[config.mk]
export PLATFORM = sky130hd
export DESIGN_NAME = mem_port_scheduler
export DESIGN_NICKNAME = d
export VERILOG_FILES = /design/src/rtl/mem_port_scheduler.sv
export SDC_FILE = /design/constraint.sdc
export NUM_CORES = 1
export LEC_CHECK = 0
export CAP_MARGIN = 20
export CORE_AREA = 2 2 656 658
export CTS_BUF_LIST = sky130_fd_sc_hd__clkbuf_4
export DETAILED_ROUTE_END_ITERATION = 8
export DIE_AREA = 0 0 658 660
export GPL_ROUTABILITY_DRIVEN = 0
export GPL_TIMING_DRIVEN = 0
export MAX_ROUTING_LAYER = met4
export PLACE_DENSITY = 0.3
export REMOVE_ABC_BUFFERS = 1
export SLEW_MARGIN = 25
export SYNTH_ARGS = -nofsm -noshare
export SYNTH_HDL_FRONTEND = slang
export SYNTH_SLANG_ARGS = --single-unit
export TNS_END_PERCENT = 1
[constraint.sdc]
create_clock -name clk -period 4.5 [get_ports clk]
set_clock_uncertainty 0.15 [all_clocks]
set_input_delay 0.45 -clock clk [delete_from_list [all_inputs] [get_ports clk]]
set_output_delay 0.45 -clock clk [all_outputs]
set_load 0.03 [all_outputs]
[src/rtl/mem_port_scheduler.sv]
// mem_port_scheduler: shares one cacheline memory port between D-cache, I-cache and the
// I-side next-line prefetcher. Priority D > I > P, with a starvation guard for the I-cache.
// Grants are non-preemptive and always return through IDLE.
// Optional build macro: MEM_SCHED_PF_MERGE_EN, which merges an I-cache miss into an
// in-flight prefetch of the same line.
module mem_port_scheduler #(
   parameter int unsigned STARVE_MAX = 4,
   parameter int unsigned CNT_W      = 3
) (
   input  logic         clk,
   input  logic         rst,
   input  logic         data_mem_read,
   input  logic         data_mem_write,
   input  logic [31:0]  data_mem_addr,
   input  logic [255:0] data_mem_wdata,
   output logic [255:0] data_mem_rdata,
   output logic         data_mem_resp,
   input  logic         inst_mem_read,
   input  logic [31:0]  inst_mem_addr,
   output logic [255:0] inst_mem_rdata,
   output logic         inst_mem_resp,
   input  logic         pf_mem_read,
   input  logic [31:0]  pf_mem_addr,
   output logic [255:0] pf_mem_rdata,
   output logic         pf_mem_resp,
   input  logic [255:0] mem_rdata,
   input  logic         mem_resp,
   output logic         mem_read,
   output logic         mem_write,
   output logic [31:0]  mem_address,
   output logic [255:0] mem_wdata,
   output logic [1:0]   grant_owner
);

   localparam int unsigned ADDR_W = 32;
   localparam int unsigned LINE_W = 256;

   typedef enum logic [1:0] {
      IDLE  = 2'd0,
      GNT_D = 2'd1,
      GNT_I = 2'd2,
      GNT_P = 2'd3
   } state_t;

   state_t              r_state;
   state_t              w_state_nxt;
   logic [CNT_W-1:0]    r_starve_cnt;
   logic                r_mem_read;
   logic                r_mem_write;
   logic [ADDR_W-1:0]   r_mem_address;
   logic [LINE_W-1:0]   r_mem_wdata;

   logic                w_d_pend;
   logic                w_starved;
   logic                w_grant;
   logic [ADDR_W-1:0]   w_grant_addr;
   logic                w_merge_hit;

   assign w_d_pend  = data_mem_read | data_mem_write;
   assign w_starved = inst_mem_read && (r_starve_cnt == CNT_W'(STARVE_MAX));
   assign w_grant   = (r_state == IDLE) && (w_state_nxt != IDLE);

`ifdef MEM_SCHED_PF_MERGE_EN
   // Demand I miss on the line already being prefetched rides on that transaction.
   assign w_merge_hit = (r_state == GNT_P) && inst_mem_read &&
                        (inst_mem_addr[31:5] == r_mem_address[31:5]);
`else
   assign w_merge_hit = 1'b0;
`endif

   // State register.
   always_ff @(posedge clk) begin
      if (rst) begin
         r_state <= IDLE;
      end else begin
         r_state <= w_state_nxt;
      end
   end

   // Next-state: arbitrate only in IDLE; a grant state exits only on mem_resp.
   always_comb begin
      w_state_nxt = r_state;
      case (r_state)
         IDLE: begin
            if (w_starved)          w_state_nxt = GNT_I;
            else if (w_d_pend)      w_state_nxt = GNT_D;
            else if (inst_mem_read) w_state_nxt = GNT_I;
            else if (pf_mem_read)   w_state_nxt = GNT_P;
            else                    w_state_nxt = IDLE;
         end
         GNT_D, GNT_I, GNT_P: begin
            if (mem_resp) w_state_nxt = IDLE;
         end
         default: w_state_nxt = IDLE;
      endcase
   end

   // Winner's address selected for latching at the grant edge.
   always_comb begin
      w_grant_addr = pf_mem_addr;
      case (w_state_nxt)
         GNT_D:   w_grant_addr = data_mem_addr;
         GNT_I:   w_grant_addr = inst_mem_addr;
         default: w_grant_addr = pf_mem_addr;
      endcase
   end

   // Command/address/data latched at grant, held until the mem_resp edge.
   always_ff @(posedge clk) begin
      if (rst) begin
         r_mem_read    <= 1'b0;
         r_mem_write   <= 1'b0;
         r_mem_address <= '0;
         r_mem_wdata   <= '0;
      end else if (w_grant) begin
         r_mem_address <= w_grant_addr;
         if (w_state_nxt == GNT_D) begin
            r_mem_wdata <= data_mem_wdata;
            r_mem_write <= data_mem_write;
            r_mem_read  <= ~data_mem_write;
         end else begin
            r_mem_write <= 1'b0;
            r_mem_read  <= 1'b1;
         end
      end else if ((r_state != IDLE) && mem_resp) begin
         r_mem_read  <= 1'b0;
         r_mem_write <= 1'b0;
      end
   end

   // Starvation counter: counts D grants that bypassed a waiting I request.
   always_ff @(posedge clk) begin
      if (rst) begin
         r_starve_cnt <= '0;
      end else if (r_state == IDLE) begin
         if (!inst_mem_read || (w_state_nxt == GNT_I)) begin
            r_starve_cnt <= '0;
         end else if ((w_state_nxt == GNT_D) && (r_starve_cnt < CNT_W'(STARVE_MAX))) begin
            r_starve_cnt <= r_starve_cnt + CNT_W'(1);
         end
      end else if (w_merge_hit && mem_resp) begin
         r_starve_cnt <= '0;
      end
   end

   // Response routing: only the current owner sees mem_resp.
   assign data_mem_resp = (r_state == GNT_D) && mem_resp;
   assign inst_mem_resp = ((r_state == GNT_I) || w_merge_hit) && mem_resp;
   assign pf_mem_resp   = (r_state == GNT_P) && mem_resp;

   assign data_mem_rdata = mem_rdata;
   assign inst_mem_rdata = mem_rdata;
   assign pf_mem_rdata   = mem_rdata;

   assign mem_read    = r_mem_read;
   assign mem_write   = r_mem_write;
   assign mem_address = r_mem_address;
   assign mem_wdata   = r_mem_wdata;
   assign grant_owner = r_state;

endmodule

==> flow_summary.json, run 1 <==
{
  "ys_seq_area_share_pct": 35.35,
  "cts_tree": "yes",
  "p_leak_nw": 8.446,
  "synth_area_um2": 16700,
  "cts_buffer_depth": 4,
  "yosysWarnings": 0,
  "synth_top_family_by_area": "buffers and inverters",
  "die_x_um": 658,
  "n_fill_cell": 50180,
  "cp-end-kind": "flop",
  "final_core_util_pct": 6.792,
  "r2r-start": "r_starve_cnt[0]$_SDFFE_PP0P_",
  "fmax_mhz": 246.1,
  "muxShareOfSynthArea_pct": 0,
  "io_pins": 1678,
  "io_buffer_count": 653,
  "synthDistinctLibCells": 36,
  "endpoint": "mem_wdata[96]$_SDFFE_PP0P_",
  "hold_violations": 0,
  "dp_hpwl_um": 375700,
  "initial_utilization_pct": 3.915,
  "drv_cap": 0,
  "worst_r2r_path_depth": 17,
  "totalWireLength_um": 437600,
  "worst_slack_ns": 0.4369,
  "post-synth-top-area-fraction_pct": 35.35,
  "ys_top_cells_by_area": "dfxtp_1 (35%), buf_4 (35%), nand2_1 (12%), a21oi_1 (8.7%), buf_6 (1.8%)",
  "cts.sinks": 295,
  "crit_type": "in2reg",
  "grt_pass1_wl_um": 477500,
  "wl_per_cell_um": 53.77,
  "drc": 0,
  "min_period_ns": 4.063,
  "crit_required_ns": 5.44,
  "crit_fanout": 13,
  "status": "finished clean",
  "pwr_density_cell_nw_per_um2": 335.7,
  "rsz0062_at_grt": "no",
  "fin_crit_sh_pct": 90.29,
  "synth_xor_area_share_pct": 0,
  "crit_path_start": "data_mem_write",
  "reg2reg_to": "mem_wdata[96]$_SDFFE_PP0P_",
  "detail-route-antenna-nets": 0,
  "regArea_um2": 5907,
  "die_height_um": 660,
  "multi_input_area_um2": 4397,
  "grt_max_degree": 84,
  "drt-pass1-iter-count": 5,
  "area.growth.synth_to_final_pct": 73.49,
  "synth_largest_area_cell": "dfxtp_1",
  "vias": 19140,
  "grt_usage_pct": 20.07,
  "peakVddDrop_mv": 0.1482,
  "ys_ff_latch": 295,
  "drtIter0Drc": 1612,
  "grt_pass1_vias": 16530,
  "numCtsBuffers": 104,
  "core_um2": 426700,
  "cts_root_buf": "clkbuf_4",
  "via_per_inst": 2.352,
  "nets": 2987,
  "die_area_um2": 434300,
  "drive_gt1_share_pct": 8.155,
  "synthCells": 2121,
  "arrival_ns": 5.00,
  "antenna_found_initial": 81,
  "cp-start-kind": "primary input",
  "synthSimpleGateAreaFrac_pct": 13.27,
  "clk_pin_slew_ns": 0.07,
  "clock_latency_ns": 0.99,
  "r2r_slack_ns": 0.54,
  "setup_viol": 0,
  "worst_slew_pin_slew_ns": 1.037,
  "post-place-ws_ns": -0.5085,
  "synth_fa_ha_area_share_pct": 0.3745,
  "htreeDepth": 3,
  "rows": 240,
  "slew_headroom_pct": 30.62,
  "syn_avg_cell_area_um2": 7.876,
  "synth_compound_area_share_pct": 12.45,
  "drv_slew": 0,
  "overflow": 0,
  "hold_path.class": "in2reg"
}
==> worst min path at each step <==
stage | startpoint | to | slack, ns | cells past startpoint
finish | data_mem_wdata[120] | mem_wdata[120]$_SDFFE_PP0P_ | 0.24 | 4
global route | rst | mem_wdata[61]$_SDFFE_PP0P_ | 0.12 | 3
floorplan | r_starve_cnt[1]$_SDFFE_PP0P_ | r_starve_cnt[1]$_SDFFE_PP0P_ | 0.33 | 2
CTS | rst | mem_wdata[159]$_SDFFE_PP0P_ | 0.02 | 3
global placement | mem_wdata[104]$_SDFFE_PP0P_ | mem_wdata[104]$_SDFFE_PP0P_ | 0.29 | 2
detailed placement | mem_wdata[51]$_SDFFE_PP0P_ | mem_wdata[51]$_SDFFE_PP0P_ | 0.30 | 2
==> synthesized netlist by cell type, drive strengths merged <==
cell    instances
o32ai           1
nor4b           2
o21bai          1
or4b            1
a21oi         289
a22oi          32
inv             3
o21a            2
a211oi          1
nand3b          1
nand2b          5
nand2         515
clkbuf         47
nor2           37
dfxtp         295
o22ai           3
nor2b           1
o31a            1
buf           831
a32o            1
a22o           32
a31oi           3
o31ai           1
o21ai           2
or2             1
nand3           2
nor3            2
ha              5
or3             2
nor3b           1
and3            1
==> placed cells by master, fill, tap and decap left out, drive strengths merged <==
cell type,Yosys,routed
or3,2,2
o32ai,1,1
a21oi,289,289
o21ai,2,2
dlygate4sd3,0,326
clkbuf,47,140
nand3,2,2
nand2b,5,5
a31oi,3,3
nor2,37,37
clkinv,0,24
clkdlybuf4s50,0,652
nand3b,1,1
nor3,2,2
o31a,1,1
clkinvlp,0,2
dfxtp,295,295
o21a,2,2
o21bai,1,1
a22o,32,32
diode,0,23
ha,5,5
nor3b,1,1
nor2b,1,1
o31ai,1,1
or4b,1,1
or2,1,1
a22oi,32,32
a211oi,1,1
nand2,515,515
buf,831,40
and3,1,1
nor4b,2,2
o22ai,3,3
inv,3,4
a32o,1,1
==> report_power, final <==
part	internal (mW)	leakage [nW]	switching, mW
clock network	1.42	0.698	1.61
registers	2.92	2.41	0.177
logic	1.46	5.34	2.15
total	5.80	8.45	3.93
==> layout make-up <==
class / instances / area share, %
Tap cell: 5687 / 24.55
Multi-Input combinational cell: 945 / 15.17
Clock buffer: 140 / 3.626
Sequential cell: 295 / 20.38
Antenna cell: 23 / 0.1986
Inverter: 3 / 0.03886
Clock inverter: 27 / 0.4101
Timing Repair Buffer: 1018 / 35.62
==> timing repair <==
action,CTS,global route
setup endpoints to repair,0,12
hold endpoints to repair,293,0
setup buffers,0,3
gates resized for setup,0,2
hold buffers,326,0
==> flip-flops by register name, indices dropped and copies added, names as in the netlist <==
| name | cells |
|---|---|
| grant_owner | 2 |
| mem_address | 32 |
| mem_read | 1 |
| mem_wdata | 256 |
| mem_write | 1 |
| r_starve_cnt | 3 |
==> per-layer routing <==
metal  GRT usage, %  wire [µm]  vias to the layer above
met5              -          0                        -
met4          14.25      39840                        0
met3          25.59     119100                      506
met2          29.56     185700                     3710
met1          11.34      92910                     8349
li1               -          -                     6579
==> worst max-delay path: stages <==
cell	delay, ns
dlygate4sd3_1	0.65
clkdlybuf4s50_1	0.56
nor2_2	0.09
a31oi_1	0.30
o31a_1	0.27
ha_2	0.37
nor4b_4	0.24
buf_4	0.19
buf_4	0.21
buf_6	0.18
buf_4	0.20
buf_6	0.17
buf_4	0.22
buf_4	0.24
buf_4	0.23
buf_6	0.18
nand2_1	0.07
a21oi_1	0.13
==> through the flow <==
stage | cells | power [mW] | hold WS (ns) | setup TNS (ns) | area (µm²)
2_1_floorplan | 1243 | 4.494 | 0.3294 | -967.41 | 10280
3_3_place_gp | 7583 | 6.498 | 0.2933 | -3454.17 | 23930
3_5_place_dp | 7619 | 6.435 | 0.2961 | -11.15 | 24460
4_1_cts | 8112 | 10.07 | 0.02088 | 0 | 28900
5_1_grt | 8123 | 10.38 | 0.1236 | 0 | 28940
6_report | 8138 | 9.729 | 0.2373 | 0 | 28980
==> cell families after synthesis <==
kind of cell / after synthesis
buffers and inverters: 881
and+or+nand+nor: 571
AOI/OAI and AO/OA: 369
DFF: 295
adders and majority gates: 5
No activity file was read; power rests on OpenSTA's default activity.
==> inputs of run 2 (changes only) <==
--- a/config.mk
+++ b/config.mk
@@ -11,7 +11,7 @@
 export DETAILED_ROUTE_END_ITERATION = 8
 export DIE_AREA = 0 0 658 660
 export GPL_ROUTABILITY_DRIVEN = 0
-export GPL_TIMING_DRIVEN = 0
+export HOLD_SLACK_MARGIN = 0.03
 export MAX_ROUTING_LAYER = met4
 export PLACE_DENSITY = 0.3
 export REMOVE_ABC_BUFFERS = 1
==> flow_summary.json, run 2 (synthesized netlist as in run 1, its figures left out) <==
{
  "grt_pass1_wl_um": 480100,
  "r2r_slack_ns": 0.61,
  "peakVddDrop_mv": 0.1610,
  "worst_r2r_path_depth": 11,
  "p_leak_nw": 8.512,
  "p_int_mw": 5.992,
  "pwr_density_cell_nw_per_um2": 342.2,
  "status": "finished clean",
  "regArea_um2": 5906,
  "worst_slew_pin_slew_ns": 1.088,
  "dp_hpwl_um": 374500,
  "hold_path.class": "in2reg",
  "clkPwrFrac_pct": 32.7,
  "crit_path_start": "inst_mem_read",
  "drive_gt1_share_pct": 7.749,
  "drtIter0Drc": 1648,
  "p_seq_share_pct": 31.4,
  "crit_fanout": 40,
  "grt_usage_pct": 20.19,
  "largest_reg_flops": 256,
  "io_pins": 1678,
  "cts_tree": "yes",
  "cp-start-kind": "primary input",
  "wl_per_cell_um": 54.15,
  "initial_utilization_pct": 3.915,
  "grt_max_degree": 180,
  "fin_crit_sh_pct": 87.76,
  "r2r-start": "grant_owner[1]$_SDFF_PP0_",
  "multi_input_area_um2": 4379,
  "drv_cap": 0,
  "grt_pass1_vias": 16610,
  "die_height_um": 660,
  "switching_share_pct": 39.63,
  "endpoint": "mem_wdata[53]$_SDFFE_PP0P_",
  "overflow": 0,
  "clk_pin_slew_ns": 0.06,
  "cp-end-kind": "flop",
  "arrival_ns": 4.80,
  "cts.sinks": 295,
  "setup_viol": 0,
  "cts_root_buf": "clkbuf_4",
  "nets": 2989,
  "crit_type": "in2reg",
  "vias": 19130,
  "slew_headroom_pct": 27.49,
  "fin_area_um2": 29010,
  "hold_violations": 0,
  "via_per_inst": 2.350,
  "n_fill_cell": 50130,
  "detail-route-antenna-nets": 0,
  "numCtsBuffers": 105,
  "die_x_um": 658,
  "drt-pass1-iter-count": 5,
  "rsz0062_at_grt": "no",
  "mostFrequentLayoutCells": "clkdlybuf4s50_1 (651), nand2_1 (515), dlygate4sd3_1 (340)",
  "drv_slew": 0,
  "place_area_um2": 24270,
  "die_area_um2": 434300,
  "drc": 0,
  "rows": 240,
  "clock_latency_ns": 0.99,
  "core_um2": 426700,
  "fmax_mhz": 253.2,
  "totalWireLength_um": 440700,
  "cts_buffer_depth": 4,
  "area.growth.synth_to_final_pct": 73.66,
  "crit_required_ns": 5.35,
  "min_period_ns": 3.949,
  "fin_worst_hold_slack_ns": 0.2297,
  "htreeDepth": 3,
  "mostFrequentLayoutCell": "clkdlybuf4s50_1",
  "power_frac_comb_pct": 35.9,
  "io_buffer_count": 653,
  "antenna_found_initial": 58,
  "p_sw_mw": 3.934,
  "reg2reg_to": "mem_wdata[53]$_SDFFE_PP0P_"
}
run 2: changes by cell type in the layout (fill, tap and decap cells not counted), sizes merged, moves of 3 or more:
cell,previous run,this run
dlygate4sd3,326,340
buf,40,28
bufinv,0,3
diode,23,13
clkbuf,140,147
run 2: worst min path at each step:
stage / slack (ns) / startpoint / depth (start not counted) / to
finish: 0.23 / data_mem_wdata[84] / 3 / mem_wdata[84]$_SDFFE_PP0P_
global route: 0.03 / data_mem_wdata[221] / 3 / mem_wdata[221]$_SDFFE_PP0P_
CTS: 0.03 / data_mem_wdata[189] / 3 / mem_wdata[189]$_SDFFE_PP0P_
detailed placement: 0.30 / mem_wdata[21]$_SDFFE_PP0P_ / 2 / mem_wdata[21]$_SDFFE_PP0P_
global placement: 0.29 / mem_wdata[206]$_SDFFE_PP0P_ / 2 / mem_wdata[206]$_SDFFE_PP0P_
floorplan: 0.33 / r_starve_cnt[1]$_SDFFE_PP0P_ / 2 / r_starve_cnt[1]$_SDFFE_PP0P_
run 2: critical path, cell delays in order:
cell and delay, ns:
dlygate4sd3_1 0.53, clkdlybuf4s50_1 0.57, nand2b_1 0.22, a32o_1 0.23
o21ai_0 0.22, ha_1 0.22, buf_4 0.37, nor4b_4 0.37
buf_12 0.18, buf_4 0.41, buf_4 0.25, nand2_1 0.06
a21oi_1 0.12, dlygate4sd3_1 0.56
run 2: final cells by class:
class | count | area share, %
clock buffers | 147 | 3.804
inverters | 3 | 0.03882
repair buffers | 1019 | 35.38
diodes | 13 | 0.1121
well taps | 5687 | 24.53
multi-input cells | 945 | 15.10
clock inverters | 30 | 0.6858
flip-flops and latches | 295 | 20.36
run 2: timing repair:
action / 4_1_cts / 5_1_grt
buffers inserted: 0 / 0
hold buffers: 340 / 0
resized for setup: 0 / 0
hold endpoints to repair: 293 / 0
run 2: power by group through the flow:
stage,Clock (mW),Combinational [mW],Sequential (mW)
finish,3.25,3.56,3.12
global route,3.56,3.82,3.15
CTS,3.49,3.67,3.12
detailed placement,0,3.26,3.17
global placement,0,3.27,3.17
floorplan,0,0.775,3.72
run 2: metrics by stage:
step / instances / total power [mW] / setup TNS [ns] / worst slack, ns / util, %
after floorplan: 1243 / 4.494 / -967.41 / -4.006 / -
after global placement: 7609 / 6.441 / -16.61 / -0.1874 / 5.688
after detailed placement: 7609 / 6.424 / -4.142 / -0.05886 / 5.688
after CTS: 8126 / 10.27 / 0 / 0.5928 / 6.791
after global routing: 8135 / 10.53 / 0 / 0.3826 / 6.796
final: 8139 / 9.926 / 0 / 0.5510 / 6.798
run 2: layer usage:
layer	part of all wire, %	GRT usage [%]
met2	43	29.92
met3	27	25.78
met4	9.0	14.09
met1	21	11.32
met5	0	-
